--- src/rtl/cpu_pkg.sv ---
// rtl/cpu_pkg.sv - shared opcodes, state encoding and flag layout for the 16-bit CPU
package cpu_pkg;

   localparam int DATA_W = 16;
   localparam int ADDR_W = 4;

   localparam logic [3:0] OP_ADD = 4'h0;
   localparam logic [3:0] OP_SUB = 4'h1;
   localparam logic [3:0] OP_AND = 4'h2;
   localparam logic [3:0] OP_OR  = 4'h3;
   localparam logic [3:0] OP_XOR = 4'h4;
   localparam logic [3:0] OP_NOT = 4'h5;
   localparam logic [3:0] OP_SLL = 4'h6;
   localparam logic [3:0] OP_SRL = 4'h7;
   localparam logic [3:0] OP_SRA = 4'h8;
   localparam logic [3:0] OP_MUL = 4'h9;
   localparam logic [3:0] OP_CMP = 4'hA;
   localparam logic [3:0] OP_MOV = 4'hB;
   localparam logic [3:0] OP_LDI = 4'hC;
   // Opcodes from here up to F are undefined
   localparam logic [3:0] OP_ILL = 4'hD;

   typedef enum logic [1:0] {
      ST_IDLE = 2'd0,
      ST_WB   = 2'd1,
      ST_EXEC = 2'd2
   } state_t;

   localparam int FLAG_Z = 3;
   localparam int FLAG_N = 2;
   localparam int FLAG_C = 1;
   localparam int FLAG_V = 0;

   function automatic logic [3:0] pack_flags(input logic [DATA_W-1:0] res,
                                             input logic c, input logic v);
      logic [3:0] f;
      f         = '0;
      f[FLAG_Z] = (res == '0);
      f[FLAG_N] = res[DATA_W-1];
      f[FLAG_C] = c;
      f[FLAG_V] = v;
      return f;
   endfunction

endpackage

--- src/rtl/seq_multiplier.sv ---
// rtl/seq_multiplier.sv - 16x16 shift-add multiplier, one partial product per cycle
module seq_multiplier
   import cpu_pkg::*;
(
   input  logic                  clk,
   input  logic                  rst,
   input  logic                  start,
   input  logic [DATA_W-1:0]     a,
   input  logic [DATA_W-1:0]     b,
   output logic                  done,
   output logic [2*DATA_W-1:0]   product
);

   logic [2*DATA_W-1:0] acc;
   logic [2*DATA_W-1:0] mcand;
   logic [DATA_W-1:0]   mplier;
   logic [3:0]          step;
   logic                running;
   logic [2*DATA_W-1:0] acc_nx;

   // The product is presented as the value after the step in progress, so it is
   // complete in the same cycle that done pulses on the sixteenth step.
   assign acc_nx  = mplier[0] ? acc + mcand : acc;
   assign done    = running && (step == 4'd15);
   assign product = acc_nx;

   // Load operands on start, then add/shift once per cycle for 16 cycles
   always_ff @(posedge clk or posedge rst) begin
      if (rst) begin
         acc     <= '0;
         mcand   <= '0;
         mplier  <= '0;
         step    <= '0;
         running <= 1'b0;
      end else if (start) begin
         acc     <= '0;
         mcand   <= {{DATA_W{1'b0}}, a};
         mplier  <= b;
         step    <= '0;
         running <= 1'b1;
      end else if (running) begin
         acc     <= acc_nx;
         mcand   <= mcand << 1;
         mplier  <= mplier >> 1;
         step    <= step + 4'd1;
         if (step == 4'd15)
            running <= 1'b0;
      end
   end

endmodule

--- src/rtl/exec_unit.sv ---
// rtl/exec_unit.sv - execute/writeback stage with inline ALU, forwarding and sequential multiply
module exec_unit
   import cpu_pkg::*;
(
   input  logic         clk,
   input  logic         rst,
   input  logic         in_valid,
   output logic         in_ready,
   input  logic [3:0]   in_op,
   input  logic [3:0]   in_rd,
   input  logic [3:0]   in_rs1,
   input  logic [3:0]   in_rs2,
   input  logic [7:0]   in_imm,
   output logic [3:0]   reg_read_addr_1,
   output logic [3:0]   reg_read_addr_2,
   input  logic [15:0]  reg_read_data_1,
   input  logic [15:0]  reg_read_data_2,
   output logic         reg_write_en,
   output logic [3:0]   reg_write_dest,
   output logic [15:0]  reg_write_data,
   output logic [3:0]   flags,
   output logic         illegal,
   output logic         busy
);

   state_t        state, state_nx;
   logic          accept;
   logic          mul_start;
   logic          mul_done;
   logic [31:0]   product;
   logic [3:0]    mul_rd;
   logic [15:0]   op_a, op_b;
   logic [15:0]   alu_res;
   logic          alu_c, alu_v, alu_wr;
   logic [3:0]    alu_flags;
   logic [16:0]   sum;
   logic [31:0]   shw;

   assign reg_read_addr_1 = in_rs1;
   assign reg_read_addr_2 = in_rs2;
   assign accept          = in_valid && in_ready;
   assign mul_start       = accept && (in_op == OP_MUL);

   seq_multiplier u_mul (
      .clk     (clk),
      .rst     (rst),
      .start   (mul_start),
      .a       (op_a),
      .b       (op_b),
      .done    (mul_done),
      .product (product)
   );

   // Forward the result currently being written back; r0 is never forwarded
   always_comb begin
      op_a = reg_read_data_1;
      op_b = reg_read_data_2;
      if (reg_write_en && reg_write_dest != 4'd0 && reg_write_dest == in_rs1)
         op_a = reg_write_data;
      if (reg_write_en && reg_write_dest != 4'd0 && reg_write_dest == in_rs2)
         op_b = reg_write_data;
   end

   // Single-cycle ALU evaluated on the accept cycle; result registers at the accept edge
   always_comb begin
      alu_res = '0;
      alu_c   = 1'b0;
      alu_v   = 1'b0;
      alu_wr  = 1'b1;
      sum     = '0;
      shw     = '0;
      case (in_op)
         OP_ADD: begin
            sum     = {1'b0, op_a} + {1'b0, op_b};
            alu_res = sum[15:0];
            alu_c   = sum[16];
            alu_v   = (op_a[15] == op_b[15]) && (alu_res[15] != op_a[15]);
         end
         OP_SUB, OP_CMP: begin
            sum     = {1'b0, op_a} - {1'b0, op_b};
            alu_res = sum[15:0];
            alu_c   = sum[16];
            alu_v   = (op_a[15] != op_b[15]) && (alu_res[15] != op_a[15]);
            alu_wr  = (in_op != OP_CMP);
         end
         OP_AND: alu_res = op_a & op_b;
         OP_OR:  alu_res = op_a | op_b;
         OP_XOR: alu_res = op_a ^ op_b;
         OP_NOT: alu_res = ~op_a;
         // Shifts run in a 32-bit window so the bit just past the result is the last one shifted out
         OP_SLL: begin
            shw     = {16'h0000, op_a} << op_b[3:0];
            alu_res = shw[15:0];
            alu_c   = shw[16];
         end
         OP_SRL: begin
            shw     = {op_a, 16'h0000} >> op_b[3:0];
            alu_res = shw[31:16];
            alu_c   = shw[15];
         end
         OP_SRA: begin
            shw     = $signed({op_a, 16'h0000}) >>> op_b[3:0];
            alu_res = shw[31:16];
            alu_c   = shw[15];
         end
         OP_MOV: alu_res = op_a;
         OP_LDI: alu_res = {8'h00, in_imm};
         default: alu_wr = 1'b0;
      endcase
      alu_flags = pack_flags(alu_res, alu_c, alu_v);
   end

   // State register
   always_ff @(posedge clk or posedge rst) begin
      if (rst)
         state <= ST_IDLE;
      else
         state <= state_nx;
   end

   // Next state and handshake outputs
   always_comb begin
      state_nx = state;
      in_ready = 1'b0;
      busy     = 1'b0;
      case (state)
         ST_IDLE, ST_WB: begin
            in_ready = 1'b1;
            if (in_valid)
               state_nx = (in_op == OP_MUL) ? ST_EXEC : ST_WB;
            else
               state_nx = ST_IDLE;
         end
         ST_EXEC: begin
            busy = 1'b1;
            if (mul_done)
               state_nx = ST_WB;
         end
         default: state_nx = ST_IDLE;
      endcase
   end

   // Writeback and flag registers; write data/dest only move when a write actually happens
   always_ff @(posedge clk or posedge rst) begin
      if (rst) begin
         reg_write_en   <= 1'b0;
         reg_write_dest <= '0;
         reg_write_data <= '0;
         flags          <= '0;
         illegal        <= 1'b0;
         mul_rd         <= '0;
      end else begin
         reg_write_en <= 1'b0;
         illegal      <= 1'b0;
         if (accept) begin
            if (in_op == OP_MUL) begin
               mul_rd <= in_rd;
            end else if (in_op >= OP_ILL) begin
               illegal <= 1'b1;
            end else begin
               flags <= alu_flags;
               if (alu_wr && in_rd != 4'd0) begin
                  reg_write_en   <= 1'b1;
                  reg_write_dest <= in_rd;
                  reg_write_data <= alu_res;
               end
            end
         end else if (mul_done) begin
            flags <= pack_flags(product[15:0], |product[31:16], 1'b0);
            if (mul_rd != 4'd0) begin
               reg_write_en   <= 1'b1;
               reg_write_dest <= mul_rd;
               reg_write_data <= product[15:0];
            end
         end
      end
   end

endmodule

--- config.mk ---
export PLATFORM = sky130hd
export DESIGN_NAME = exec_unit
export DESIGN_NICKNAME = d
export VERILOG_FILES = /design/src/rtl/cpu_pkg.sv /design/src/rtl/seq_multiplier.sv /design/src/rtl/exec_unit.sv
export SDC_FILE = /design/constraint.sdc
export NUM_CORES = 1
export LEC_CHECK = 0
export ABC_CLOCK_PERIOD_IN_PS = 6450
export BUFFER_PORTS_ARGS = -buffer_cell sky130_fd_sc_hd__buf_2
export CAP_MARGIN = 15
export CORE_MARGIN = 5
export CORE_UTILIZATION = 50
export DETAILED_ROUTE_END_ITERATION = 10
export HOLD_SLACK_MARGIN = 0.15
export PLACE_DENSITY = 0.66
export SYNTH_ARGS = -nofsm -noshare
export SYNTH_HDL_FRONTEND = slang
export SYNTH_HIERARCHICAL = 1
export SYNTH_SLANG_ARGS = --single-unit
--- constraint.sdc ---
create_clock -name clk -period 6.45 [get_ports clk]
set_clock_uncertainty 0.15 [all_clocks]
set_input_delay 0.3225 -clock clk [delete_from_list [all_inputs] [get_ports clk]]
set_output_delay 0.3225 -clock clk [all_outputs]
set_load 0.01 [all_outputs]
==> results of run 1 <==
[placed cells by master, fill, tap and decap left out, types with 12 or more instances in the layout]
cell | Yosys | layout
a31oi_1 | 15 | 14
mux2_2 | 31 | 31
o221ai_1 | 12 | 12
nor2_1 | 144 | 143
a221oi_1 | 12 | 12
nor3_1 | 43 | 42
nor2b_1 | 14 | 13
mux2i_1 | 87 | 87
inv_1 | 72 | 70
xor2_1 | 15 | 15
a21o_1 | 35 | 35
o22ai_1 | 13 | 13
xnor2_1 | 35 | 35
o31ai_1 | 13 | 13
ha_1 | 83 | 83
buf_2 | 21 | 94
dfrtp_1 | 117 | 116
buf_4 | 16 | 50
a21oi_1 | 114 | 114
nand4_1 | 22 | 22
clkbuf_16 | 0 | 17
and3_1 | 19 | 19
o211ai_1 | 27 | 27
a211oi_1 | 47 | 47
nand2_1 | 207 | 207
a22oi_1 | 16 | 16
o21ai_0 | 124 | 123
nand3_1 | 62 | 62
nor4_1 | 16 | 16
[synth_stat cells, types with 22 or more instances]
| cell | count | share of area (%) |
|---|---|---|
| a21oi_1 | 114 | 4.3 |
| nand3_1 | 62 | 2.3 |
| xnor2_1 | 35 | 2.3 |
| nor3_1 | 43 | 1.6 |
| mux2_2 | 31 | 2.6 |
| nor2_1 | 144 | 4.1 |
| inv_1 | 72 | 2.0 |
| nand2_1 | 207 | 5.9 |
| o21ai_0 | 124 | 4.7 |
| nand4_1 | 22 | 1.0 |
| a21o_1 | 35 | 2.0 |
| clkbuf_1 | 72 | 2.0 |
| ha_1 | 83 | 7.8 |
| a211oi_1 | 47 | 2.7 |
| dfrtp_1 | 117 | 22 |
| o211ai_1 | 27 | 1.5 |
| mux2i_1 | 87 | 6.6 |
[how the worst min path moves through the flow]
stage | startpoint | end | slack (ns) | cells past startpoint
final | reg_read_data_2[10] | u_mul/mplier[10] | 0.17 | 5
after global routing | reg_read_data_2[6] | u_mul/mplier[6] | 0.21 | 5
after CTS | reg_read_data_2[6] | u_mul/mplier[6] | 0.16 | 5
after detailed placement | rst | u_mul/mcand[5] | 0.24 | 2
after global placement | rst | u_mul/acc[4] | 0.22 | 2
after floorplan | in_rd[0] | mul_rd[0] | 0.28 | 2
[worst reg2reg max path: cells and delay by family (launching register included)]
family	cells	cell delay, ns
buffers and inverters	1	0.06
and+or+nand+nor	9	2.73
xor gates and xnor gates	1	0.25
DFF	1	0.48
adders and majority gates	1	0.33
AOI/OAI and AO/OA	6	1.80
[what timing repair did]
| action | 4_1_cts | 5_1_grt |
|---|---|---|
| endpoints found under the setup margin | 0 | 0 |
| hold buffers | 6 | 0 |
| hold endpoints to repair | 70 | 0 |
[layer usage]
layer	GRT usage [%]	up-vias
met4	21.3	2
met5	0	-
met1	45.7	6934
met3	6.44	194
li1	-	6472
met2	55.6	761
[power by group]
part | internal, uW | leakage (uW) | switching (uW)
logic | 1310 | 0.00486 | 1950
registers | 1030 | 0.00148 | 405
clock network | 624 | 0.000288 | 387
[per-stage QoR]
step / worst slack, ns / util [%] / area [um2] / cells
after floorplan: 0.983 / - / 13300 / 1737
after global placement: 0.928 / 53.5 / 13900 / 2085
after detailed placement: 0.779 / 53.5 / 13900 / 2085
after CTS: 0.738 / 56.1 / 14600 / 2123
after global routing: 0.238 / 56.1 / 14600 / 2123
final: 0.583 / 56.1 / 14600 / 2123
[logic make-up (layout without fill, tap and decap cells)]
kind of cell             Yosys count  after routing
flip-flops                       117            117
AO/OA/AOI/OAI                    557            557
AND/OR/NAND/NOR                  603            603
XOR/XNOR                          50             50
multiplexers                     119            119
adder cells (fa/ha/maj)           85             85
buffers and inverters            206            257
[flip-flops by register name, summed over array words and instances, names as in the netlist]
name            cells
flags               4
illegal             1
mul_rd              4
reg_write_data     16
reg_write_dest      4
reg_write_en        1
state               2
u_mul/acc          32
u_mul/mcand        32
u_mul/mplier       16
u_mul/running       1
u_mul/step          4
[final cells by class]
cell class / count / area share [%]
Clock buffer: 19 / 3.03
Inverter: 75 / 1.94
Tap cell: 335 / 2.87
Multi-Input combinational cell: 1414 / 64.7
Timing Repair Buffer: 150 / 6.20
Sequential cell: 117 / 20.1
Clock inverter: 13 / 1.20
==> flow_summary.toml, run 1 <==
[run_status]
status = "complete, no violations"

[worst_setup_path]
r2r-start = "reg_write_dest[1]"
reg2reg_slack_ns = 0.58
crit_end = "flags[3]"
worstPathRequired_ns = 6.64
cp_slowest_stage_delay_ns = 1.05
worst_path_dominant_cell_family = "simple AND/OR/NAND/NOR gates"
cp-end-kind = "flip-flop"
crit_buf_inv = 1
cp_slowest_cell = "nor2_1"
r2r_cells = 18
path_depth = 18
path_class = "flip-flop to flip-flop"
crit_path_start_kind = "flip-flop"
crit_arrival_ns = 6.05
crit_chain = "xnor2_1, nand4_1, nor2_1, nand2_1, nand2_1, inv_1, ha_1, nand2b_1, a2111oi_0, o31ai_1, o31ai_1, o21ai_0, o21ai_0, nand4_1, or4_1, nor4_2, nand3_1, a21oi_1"
cp_max_fo = 9
crit_start = "reg_write_dest[1]"
r2r-end = "flags[3]"

[cts]
cts_made_buffers = 17
post_cts_buffers = 0
cts_buffer_depth = 2
cts_tree = "built"
clkTransAtPathRegs_ns = 0.07
htree_levels = 4
worst_skew_pair.late_latency_ns = 0.42
cts_resized = 0
root_buffer = "clkbuf_16"
cts.sinks = 117

[flow_run]
drv_cap = 0

[floorplanning]
die_x_um = 173
dieArea_um2 = 29900
start_util_pct = 50.9
io_pins = 95
rows = 59
die_height_um = 173
core-area_um2 = 26100

[routing]
vias_per_cell = 6.77
num_vias = 14363
wl_met2_um = 24600
wl_met3_um = 4500
wirelength_um = 55500
first_iter_violations = 1831
drc = 0
wire_per_inst_um = 26.1
ant_nets = 0
maxUsedRoutingLayer = "met5"
drt_pass1_iterations = 6
wl_met1_um = 22300

[synth]
ys.warnings.count = 6
synth_area_um2 = 13300
synthAdderAreaFrac_pct = 8.14
seq_area_frac_synth_pct = 22.1
avgSynthCellArea_um2 = 7.63
synth_compound_area_share_pct = 28.9
synthXorXnorAreaFrac_pct = 3.30
synth_edf_count = 0
netlist_instances = 1737
ys_types = 100
synthMuxAreaShare_pct = 9.37
synthArstFlopShare_pct = 100
yosys.area_share.simple_pct = 21.5
synth_flop_cell = "dfrtp_1"
synth_top_family_by_area = "compound AO/OA/AOI/OAI gates"
synth_fp_nets = 1881
synth_seq_cells = 117

[sta]
setup_viol = 0
post-route-period-util_pct = 91.0
slew_headroom_pct = 18.0
holdWs_ns = 0.174
tns_ns = 0
tightest_slew_ns = 1.23
maxSlewViolCount = 0
rsz0062_at_grt = "no"
min_period_ns = 5.87
clock.fmax_mhz = 170
finalHoldViolCount = 0

[global_routing]
gr-total-overflow = 0
grt_pass1_vias = 13837
grt_pass1_wl_um = 84200
grt_max_degree = 70
grt_usage_pct = 35.5
antenna_found_initial = 1

[pwr]
ir_drop_uv = 324
p_leak_uw = 0.00662
power_density_nw_per_um2 = 391
report.power.total_uw = 5710

[placed_design]
gp_congestion = 1.03
port_buffers = 94
dpl.hpwl_um = 42600

[layout]
multiInputGateArea_um2 = 9450
drive_gt1_share_pct = 14.6
seq_area_um2 = 2930
synthToLayoutAreaGrowth_pct = 10.2
diodes = 0
layout.nets = 1919
fill_cells = 2553

[worst_hold_path]
min_path_type = "primary input to flip-flop"
Power figures use the tool's default switching activity.
==> run 2, diff against run 1 <==
- CTS_BUF_LIST: not set -> sky130_fd_sc_hd__clkbuf_4 sky130_fd_sc_hd__clkbuf_8
==> run 2 against run 1 <==
Against the previous run:
- utilization decreased by 0.53 points
- sequential power about the same
- maximum frequency fell by 0.37%
- global-route usage shrank 0.080 points
- clock power down 25%
- via count grew 0.13%
- register-to-register slack worse by 0.02 ns
- wire length decreased by 0.21%
- critical path depth stayed put
- combinational power barely moved
- power fell by 4.6%
- sequential share of layout area grew 0.19 points
==> flow_summary.toml, run 2 (synthesized netlist as in run 1, its figures left out) <==
[routing]
first_iter_violations = 1807
vias_per_cell = 6.76
num_vias = 14382
wl_met3_um = 5050
wl_met1_um = 21900
wirelength_um = 55400
wire_per_inst_um = 26.0
wl_met2_um = 24200
ant_nets = 0
maxUsedRoutingLayer = "met4"
drc = 0
drt_pass1_iterations = 6

[sta]
post-route-period-util_pct = 91.3
tns_ns = 0
min_period_ns = 5.89
maxSlewViolCount = 0
clock.fmax_mhz = 170
rsz0062_at_grt = "no"
tightest_slew_ns = 1.24
slew_headroom_pct = 17.2
finalHoldViolCount = 0
setup_viol = 0

[layout]
drive_gt1_share_pct = 14.6
layout_common_cells = "nand2_1 (207), nor2_1 (143), o21ai_0 (123)"
seq_area_um2 = 2930
final_common_cell = "nand2_1"
final_area_um2 = 14500
layout.nets = 1924
diodes = 0
fin_cells = 2128
fill_cells = 2573
largest_registers = "u_mul/acc x32, u_mul/mcand x32"
synthToLayoutAreaGrowth_pct = 9.18
multiInputGateArea_um2 = 9450

[worst_setup_path]
worst_path_dominant_cell_family = "simple AND/OR/NAND/NOR gates"
cp_slowest_stage_delay_ns = 1.07
crit_path_start_kind = "flip-flop"
cp_slowest_cell = "nor2_1"
cp_max_fo = 9
path_class = "flip-flop to flip-flop"
worstPathRequired_ns = 6.67
r2r_cells = 18
crit_arrival_ns = 6.11
path_depth = 18
crit_chain = "xnor2_1, nand4_1, nor2_1, nand2_1, nand2_1, inv_1, ha_1, nand2b_1, a2111oi_0, o31ai_1, o31ai_1, o21ai_0, o21ai_0, nand4_1, or4_1, nor4_2, nand3_1, a21oi_1"
crit_buf_inv = 1
r2r-start = "reg_write_dest[1]"
reg2reg_slack_ns = 0.56
cp-end-kind = "flip-flop"
r2r-end = "flags[3]"

[global_routing]
grt_pass1_vias = 13810
grt_usage_pct = 35.4
grt_max_degree = 70
antenna_found_initial = 0
grt_pass1_wl_um = 84100
gr-total-overflow = 0

[placed_design]
dp.cells = 2085
dpl_cell_area_um2 = 13900
dpl.hpwl_um = 42600
port_buffers = 94
gp_congestion = 1.03

[pwr]
power_density_nw_per_um2 = 376
p_leak_uw = 0.00656
ir_drop_uv = 328

[cts]
worst_skew_pair.late_latency_ns = 0.45
cts_resized = 0
clkTransAtPathRegs_ns = 0.09
htree_levels = 4
root_buffer = "clkbuf_8"
cts_buffer_depth = 2
cts_tree = "built"
cts_made_buffers = 17
cts.sinks = 117

[worst_hold_path]
worstHoldStart = "reg_read_data_2[7]"
hold_path_depth = 5
min_to = "u_mul/mplier[7]"
min_path_type = "primary input to flip-flop"

[flow_run]
drv_cap = 0

[floorplanning]
die_height_um = 173
dieArea_um2 = 29900
die_x_um = 173
start_util_pct = 50.9
core-area_um2 = 26100
rows = 59
io_pins = 95

[run_status]
status = "complete, no violations"
[run 2: cell count changes in the layout (fill, tap and decap cells not counted), sizes merged]
| cell | before | now |
|---|---|---|
| dlygate4sd3 | 6 | 11 |
[run 2: layout make-up]
| type | instances | share of cell area, % |
|---|---|---|
| Clock inverter | 13 | 1.21 |
| Clock buffer | 19 | 1.76 |
| Inverter | 75 | 1.96 |
| Timing Repair Buffer | 155 | 6.60 |
| Sequential cell | 117 | 20.3 |
| Multi-Input combinational cell | 1414 | 65.3 |
| Tap cell | 335 | 2.90 |
[run 2: how the worst max path moves through the flow]
stage / start / endpoint
after global routing: reg_write_dest[1] / flags[3]
after global placement: reg_write_dest[1] / flags[3]
after floorplan: reg_write_dest[2] / flags[3]
final: reg_write_dest[1] / flags[3]
after CTS: reg_write_dest[1] / flags[3]
after detailed placement: reg_write_dest[1] / flags[3]
[run 2: metal layers]
layer / track usage [%] / vias to the layer above
met4: 21.6 / 0
met5: 0 / -
met1: 46.0 / 6866
met3: 6.40 / 212
met2: 54.9 / 826
li1: - / 6478
[run 2: worst min-delay path: cells and delay by family]
| kind | cells | cell delay (ns) |
|---|---|---|
| buffers and inverters | 1 | 0.10 |
| AND/OR/NAND/NOR | 3 | 0.26 |
| AO/OA/AOI/OAI | 1 | 0.08 |
[run 2: power by group]
part           switching, uW  internal (uW)
clock                    350            402
combinational           1950           1310
sequential               405           1030
total                   2700           2750
[run 2: through the flow]
stage	setup slack (ns)	hold WS, ns	util, %	total power (uW)
after CTS	0.737	0.156	55.5	5390
after global routing	0.241	0.216	55.5	5810
after floorplan	0.983	0.278	-	3710
after detailed placement	0.779	0.240	53.5	4610
final	0.562	0.186	55.5	5450
after global placement	0.928	0.222	53.5	4550
[run 2: what timing repair did]
item	4_1_cts	5_1_grt
hold buffers	11	0
hold endpoints to repair	75	0
buffers inserted	0	0
